[src/rtl/stepgen_timed.sv]
// Step/direction generator with enable, minimum STP pulse width and DIR setup time.
// Feedback step counter is present only when STEPGEN_FEEDBACK_EN is defined; otherwise jointFeedback is 0.
//
// state    | meaning
// ---------+----------------------------------------------------------
// IDLE     | not stepping; every cycle is a decision point
// DIR_WAIT | DIR just changed; holding STP low for DIR_SETUP clocks
// HIGH     | STP high for PULSE_WIDTH clocks
// LOW      | STP low for max(P - PULSE_WIDTH, PULSE_WIDTH); last cycle decides
module stepgen_timed #(
    parameter int WIDTH       = 32,
    parameter int PULSE_WIDTH = 48,
    parameter int DIR_SETUP   = 96
) (
    input  logic                    clk,
    input  logic                    rst_n,
    input  logic                    enable,
    input  logic signed [WIDTH-1:0] jointFreqCmd,
    output logic signed [WIDTH-1:0] jointFeedback,
    output logic                    DIR,
    output logic                    STP
);

    localparam int PW_W      = $clog2(PULSE_WIDTH + 1);
    localparam int DS_W      = (DIR_SETUP > 0) ? $clog2(DIR_SETUP + 1) : 1;
    localparam int DS_LAST_I = (DIR_SETUP > 0) ? DIR_SETUP - 1 : 0;

    localparam logic [PW_W-1:0]  PW_LAST = PW_W'(PULSE_WIDTH - 1);
    localparam logic [PW_W-1:0]  PW_ONE  = PW_W'(1);
    localparam logic [DS_W-1:0]  DS_LAST = DS_W'(DS_LAST_I);
    localparam logic [DS_W-1:0]  DS_ONE  = DS_W'(1);
    localparam logic [WIDTH-1:0] W_ONE   = WIDTH'(1);
    localparam logic [WIDTH:0]   X_ONE   = (WIDTH + 1)'(1);
    localparam logic [WIDTH:0]   PW_EXT  = (WIDTH + 1)'(PULSE_WIDTH);
    localparam logic [WIDTH:0]   TWO_PW  = (WIDTH + 1)'(2 * PULSE_WIDTH);

    typedef enum logic [1:0] {
        S_IDLE     = 2'd0,
        S_DIR_WAIT = 2'd1,
        S_HIGH     = 2'd2,
        S_LOW      = 2'd3
    } state_t;

    state_t           r_state;
    state_t           w_state_nxt;
    logic             r_dir;
    logic             r_stp;
    logic [WIDTH-1:0] r_period;
    logic [WIDTH-1:0] r_low_cnt;
    logic [PW_W-1:0]  r_pulse_cnt;
    logic [DS_W-1:0]  r_setup_cnt;

    logic             w_dir_nxt;
    logic             w_dir_req;
    logic             w_decide;
    logic             w_latch;
    logic             w_enter_high;
    logic             w_enter_wait;
    logic             w_enter_low;
    logic [WIDTH-1:0] w_cmd_abs;
    logic [WIDTH:0]   w_period_ext;
    logic [WIDTH-1:0] w_low_last;

    // Two's-complement magnitude; the most negative command maps to 2^(WIDTH-1).
    assign w_cmd_abs = jointFreqCmd[WIDTH-1] ? WIDTH'(-jointFreqCmd) : WIDTH'(jointFreqCmd);
    assign w_dir_req = ~jointFreqCmd[WIDTH-1];

    always_comb begin
        w_period_ext = {1'b0, r_period};
        if (w_period_ext >= TWO_PW) begin
            w_low_last = WIDTH'(w_period_ext - PW_EXT - X_ONE);
        end else begin
            w_low_last = WIDTH'(PW_EXT - X_ONE);
        end
    end

    always_comb begin
        w_state_nxt = r_state;
        w_dir_nxt   = r_dir;
        w_decide    = 1'b0;
        w_latch     = 1'b0;

        case (r_state)
            S_IDLE: begin
                w_decide = 1'b1;
            end
            S_DIR_WAIT: begin
                if (r_setup_cnt == '0) begin
                    w_state_nxt = S_HIGH;
                end
            end
            S_HIGH: begin
                if (r_pulse_cnt == '0) begin
                    w_state_nxt = S_LOW;
                end
            end
            S_LOW: begin
                if (r_low_cnt == '0) begin
                    w_decide = 1'b1;
                end
            end
            default: begin
                w_state_nxt = S_IDLE;
            end
        endcase

        // Command is sampled only here, so the period and direction stay consistent
        // through any DIR_WAIT that follows.
        if (w_decide) begin
            if (!enable || (jointFreqCmd == '0)) begin
                w_state_nxt = S_IDLE;
            end else begin
                w_latch = 1'b1;
                if (w_dir_req != r_dir) begin
                    w_dir_nxt = w_dir_req;
                    if (DIR_SETUP == 0) begin
                        w_state_nxt = S_HIGH;
                    end else begin
                        w_state_nxt = S_DIR_WAIT;
                    end
                end else begin
                    w_state_nxt = S_HIGH;
                end
            end
        end
    end

    assign w_enter_high = (w_state_nxt == S_HIGH) && (r_state != S_HIGH);
    assign w_enter_wait = (w_state_nxt == S_DIR_WAIT) && (r_state != S_DIR_WAIT);
    assign w_enter_low  = (w_state_nxt == S_LOW) && (r_state == S_HIGH);

    always_ff @(posedge clk or negedge rst_n) begin
        if (!rst_n) begin
            r_state <= S_IDLE;
            r_dir   <= 1'b0;
            r_stp   <= 1'b0;
        end else begin
            r_state <= w_state_nxt;
            r_dir   <= w_dir_nxt;
            r_stp   <= (w_state_nxt == S_HIGH);
        end
    end

    always_ff @(posedge clk or negedge rst_n) begin
        if (!rst_n) begin
            r_period <= '0;
        end else if (w_latch) begin
            r_period <= w_cmd_abs;
        end
    end

    always_ff @(posedge clk or negedge rst_n) begin
        if (!rst_n) begin
            r_pulse_cnt <= '0;
        end else if (w_enter_high) begin
            r_pulse_cnt <= PW_LAST;
        end else if ((r_state == S_HIGH) && (r_pulse_cnt != '0)) begin
            r_pulse_cnt <= r_pulse_cnt - PW_ONE;
        end
    end

    always_ff @(posedge clk or negedge rst_n) begin
        if (!rst_n) begin
            r_setup_cnt <= '0;
        end else if (w_enter_wait) begin
            r_setup_cnt <= DS_LAST;
        end else if ((r_state == S_DIR_WAIT) && (r_setup_cnt != '0)) begin
            r_setup_cnt <= r_setup_cnt - DS_ONE;
        end
    end

    always_ff @(posedge clk or negedge rst_n) begin
        if (!rst_n) begin
            r_low_cnt <= '0;
        end else if (w_enter_low) begin
            r_low_cnt <= w_low_last;
        end else if ((r_state == S_LOW) && (r_low_cnt != '0)) begin
            r_low_cnt <= r_low_cnt - W_ONE;
        end
    end

`ifdef STEPGEN_FEEDBACK_EN
    logic [WIDTH-1:0] r_feedback;

    // Counts on the same edge STP rises, using the direction in force for that step.
    always_ff @(posedge clk or negedge rst_n) begin
        if (!rst_n) begin
            r_feedback <= '0;
        end else if (w_enter_high) begin
            if (w_dir_nxt) begin
                r_feedback <= r_feedback + W_ONE;
            end else begin
                r_feedback <= r_feedback - W_ONE;
            end
        end
    end

    assign jointFeedback = r_feedback;
`else
    assign jointFeedback = '0;
`endif

    assign DIR = r_dir;
    assign STP = r_stp;

endmodule

[config.mk]
export PLATFORM = sky130hd
export DESIGN_NAME = stepgen_timed
export DESIGN_NICKNAME = d
export VERILOG_FILES = /design/src/rtl/stepgen_timed.sv
export SDC_FILE = /design/constraint.sdc
export NUM_CORES = 1
export LEC_CHECK = 0
export ABC_AREA = 1
export BUFFER_PORTS_ARGS = -buffer_cell sky130_fd_sc_hd__buf_2
export CAP_MARGIN = 20
export CORE_ASPECT_RATIO = 1.4
export CORE_MARGIN = 4
export CORE_UTILIZATION = 42
export CTS_CLUSTER_DIAMETER = 200
export DETAILED_ROUTE_END_ITERATION = 10
export GPL_ROUTABILITY_DRIVEN = 1
export PLACE_DENSITY = 0.64
export SYNTH_ARGS = -nofsm -noshare
export SYNTH_HDL_FRONTEND = slang
export SYNTH_SLANG_ARGS = --single-unit
[constraint.sdc]
create_clock -name clk -period 3.3 [get_ports clk]
set_clock_uncertainty 0.1 [all_clocks]
set_input_delay 0.33 -clock clk [delete_from_list [all_inputs] [get_ports clk]]
set_output_delay 0.33 -clock clk [all_outputs]
set_load 0.005 [all_outputs]
==> qor.csv <==
stage,metric,value,unit
grt,M1 GR Usage,0.2259,
timing,period utilization,0.8645,
critical_path,Reg2Reg Setup Slack,0.45,ns
timing,final setup margin,0.4471,ns
critical_path,Crit path top cell by count,nand2_1,
final_layout,area grow syn2layout,8.483,%
placed_design,Detail Placement HPWL,11430,um
routing,vias,5563,
routing,Initial DRC Count,264,
placed_design,GPL Wtd Cong,0.8943,
floorplanning,Die H,151.9,um
final_layout,# diodes,0,
logic_synthesis,Post-Syn Area,6210,sq um
placed_design,placed inst area,6440,sq um
power_and_ir_drop,combinational power share,0.062,
timing,final hold slack,-0.006304,ns
logic_synthesis,"Seq/Total Area, Yosys",0.3264,
power_and_ir_drop,P_sw,0.0004743,W
grt,gr ovfl total,0,
timing,Final min period,2.853,ns
power_and_ir_drop,sequential power share,0.465,
critical_path,crit path cell chain,"nor2_1, nand2_1, nor2_4, nand2_1, nor2_1, nand2_1, nand2_2, nand3_2, nand2_4, nand3_2, inv_4, nand2_1, nand2_1, nand2_1",
logic_synthesis,Synth cell types,37,
power_and_ir_drop,internal power,0.001661,W
clock_tree,"CTS clk-pin slew, worst paths",0.06,ns
grt,first-pass GRT wire length,25210,um
critical_path,CP Data Required Time,3.42,ns
routing,vias per cell,4.927,
timing,Worst Tran Pin Value,0.8189,ns
grt,initial antenna violation count,0,
grt,GRT met3 Usage,0.01830,
logic_synthesis,cells after synthesis,908,
clock_tree,clock buffer depth,2,
power_and_ir_drop,Leak,3.380,nW
hold_path,HP Class,in2async,
floorplanning,core footprint,14510,sq um
grt,GRT met2 Usage,0.3134,
clock_tree,Root Driver,clkbuf_16,
logic_synthesis,most numerous cell in the Yosys netlist,nand2_1,
power_and_ir_drop,clock network power share,0.473,
critical_path,Worst setup EP type,flip-flop,
timing,"Slew Viols, Final",0,
logic_synthesis,Synth top area share,0.3264,
critical_path,critical path peak fanout,23,
floorplanning,IO Pins,69,
logic_synthesis,Yosys reg bits,81,
timing,max frequency,350.5,MHz
final_layout,fin area,6736,sq um
clock_tree,H-tree lvl count,3,
final_layout,layout cells sized above 1,0.08191,
critical_path,"delay-heaviest family, CP",simple AND/OR/NAND/NOR gates,
clock_tree,CTS buffer count,9,
floorplanning,Die W,110.8,um
logic_synthesis,top post-synthesis cells by count,"nand2_1, nor2_1, nand3_1",
routing,TritonRoute pass-1 iters,5,
floorplanning,full die area,16820,sq um
clock_tree,Worst-Skew Late Latency,0.34,ns
logic_synthesis,"top cells by area, synth","dfrtp_1, nand2_1, nand3_1",
logic_synthesis,Post-synth top flop,dfrtp_1,
placed_design,Port Buffers,36,
grt,vias in the first global route,5330,
timing,Slew HR,0.4540,
grt,largest net degree at the start of global routing,65,
final_layout,fill count,1494,
routing,"antenna viol nets, final",0,
power_and_ir_drop,pwr dens,317.0,nW/um^2
critical_path,Setup CP Type,reg2reg,
grt,GR peak layer,met2,
logic_synthesis,biggest area consumer among synthesized cells,dfrtp_1,
critical_path,Startpoint Class,flip-flop,
routing,total routed wirelength,14720,um
floorplanning,row count,52,
logic_synthesis,Yosys warnings,0,
clock_tree,hold_buf cts,0,
final_layout,nets,981,
grt,all-layer global routing usage,0.1771,
power_and_ir_drop,Switching Share,0.2221,
clock_tree,post-CTS sizing,0,
timing,"Setup violations, final",0,
timing,setup TNS,0,ns
routing,drc violations,0,
routing,routed len/inst,13.03,um
status,status,"complete, but fails checks",
logic_synthesis,"EDFF count, synth",0,
timing,final hold violations,7,
clock_tree,CTS tree,built,
logic_synthesis,"Avg Cell Area, Syn",6.839,sq um
logic_synthesis,"FFs w/ async S/R, synth",1.000,
critical_path,critical path's slowest cell,nand3_2,
power_and_ir_drop,maximum VDD drop,0.0002194,V
critical_path,CP peak stage delay,0.43,ns
critical_path,CP bufs+invs,1,
status,failing checks,negative hold slack,
flow_run,Max-Cap Viols,0,
floorplanning,Starting Density,0.4280,
clock_tree,clock sinks,81,
placed_design,dpl ws,0.4337,ns
clock_tree,Post-CTS Setup Bufs,0,
timing,RSZ-0062 raised after global routing,no,
critical_path,CP arrival,2.98,ns
[flip-flops by register name, summed over array words and instances, names as in the netlist]
name	count
DIR	1
r_low_cnt	32
r_period	32
r_state	2
r_pulse_cnt	6
r_setup_cnt	7
STP	1
[cell usage in the layout, fill, tap and decap left out, types with 9 or more instances in the layout]
master,n
a21oi_1,10
nor2_1,127
nand4_1,17
buf_2,35
clkbuf_16,9
dfrtp_1,81
ha_1,10
xor2_1,51
nand3_1,117
xnor2_1,28
nor3_1,17
conb_1,32
o21ai_0,56
nand2_1,208
inv_1,86
[final timing paths]
| kind | cells after the start | start | endpoint |
|---|---|---|---|
| min in group clk | 3 | jointFreqCmd[30] | r_period[30] |
| hold reg to reg | 2 | r_period[3] | r_period[3] |
| hold / removal | 1 | rst_n | r_period[5] |
| max in group asynchronous | 2 | rst_n | r_low_cnt[21] |
| setup / recovery | 14 | r_low_cnt[10] | r_low_cnt[30] |
| setup reg to reg | 14 | r_low_cnt[10] | r_low_cnt[30] |
[kinds of logic after synthesis]
kind of cell / Yosys count / synth area share
simple gates: 510 / 0.3568
buf+inv: 145 / 0.1144
compound gates: 82 / 0.07012
flops: 81 / 0.3264
xor+xnor: 79 / 0.1114
fa+ha+maj: 10 / 0.02015
other cells: 1 / 0.0006039
[power groups by stage]
stage | registers (W) | logic (W) | clock network, W
2_1_floorplan | 0.00101 | 0.0000939 | 0
6_report | 0.000993 | 0.000133 | 0.00101
5_1_grt | 0.000992 | 0.000152 | 0.00107
3_5_place_dp | 0.00101 | 0.000135 | 0
3_3_place_gp | 0.00101 | 0.000135 | 0
4_1_cts | 0.000993 | 0.000135 | 0.00103
[metal layers]
metal  vias to the layer above  wire, um
met5                         -         0
met4                         0       267
met3                        17       491
met2                       112      7501
met1                      2510      6455
li1                       2924         -
[metrics by stage]
| stage | total power, W | util | cells |
|---|---|---|---|
| 2_1_floorplan | 0.001106 | - | 939 |
| 3_3_place_gp | 0.001146 | 0.4439 | 1114 |
| 3_5_place_dp | 0.001146 | 0.4439 | 1114 |
| 4_1_cts | 0.002157 | 0.4643 | 1129 |
| 5_1_grt | 0.002214 | 0.4643 | 1129 |
| 6_report | 0.002135 | 0.4643 | 1129 |
[layout make-up]
type | count | area, sq um | area share
clock buffers | 12 | 256.5 | 0.03808
flip-flops and latches | 81 | 2027 | 0.3009
repair buffers | 44 | 255.2 | 0.03789
clock inverters | 3 | 40.04 | 0.005944
well taps | 189 | 236.5 | 0.03510
inverters | 87 | 329.1 | 0.04885
multi-input cells | 713 | 3592 | 0.5332
[worst reg2reg max path, delay by kind of cell (launching register included)]
family | cells | cell delay, ns
AND/OR/NAND/NOR | 13 | 1.87
flip-flops | 1 | 0.42
buffers and inverters | 1 | 0.37
No activity file was read; power rests on OpenSTA's default activity.
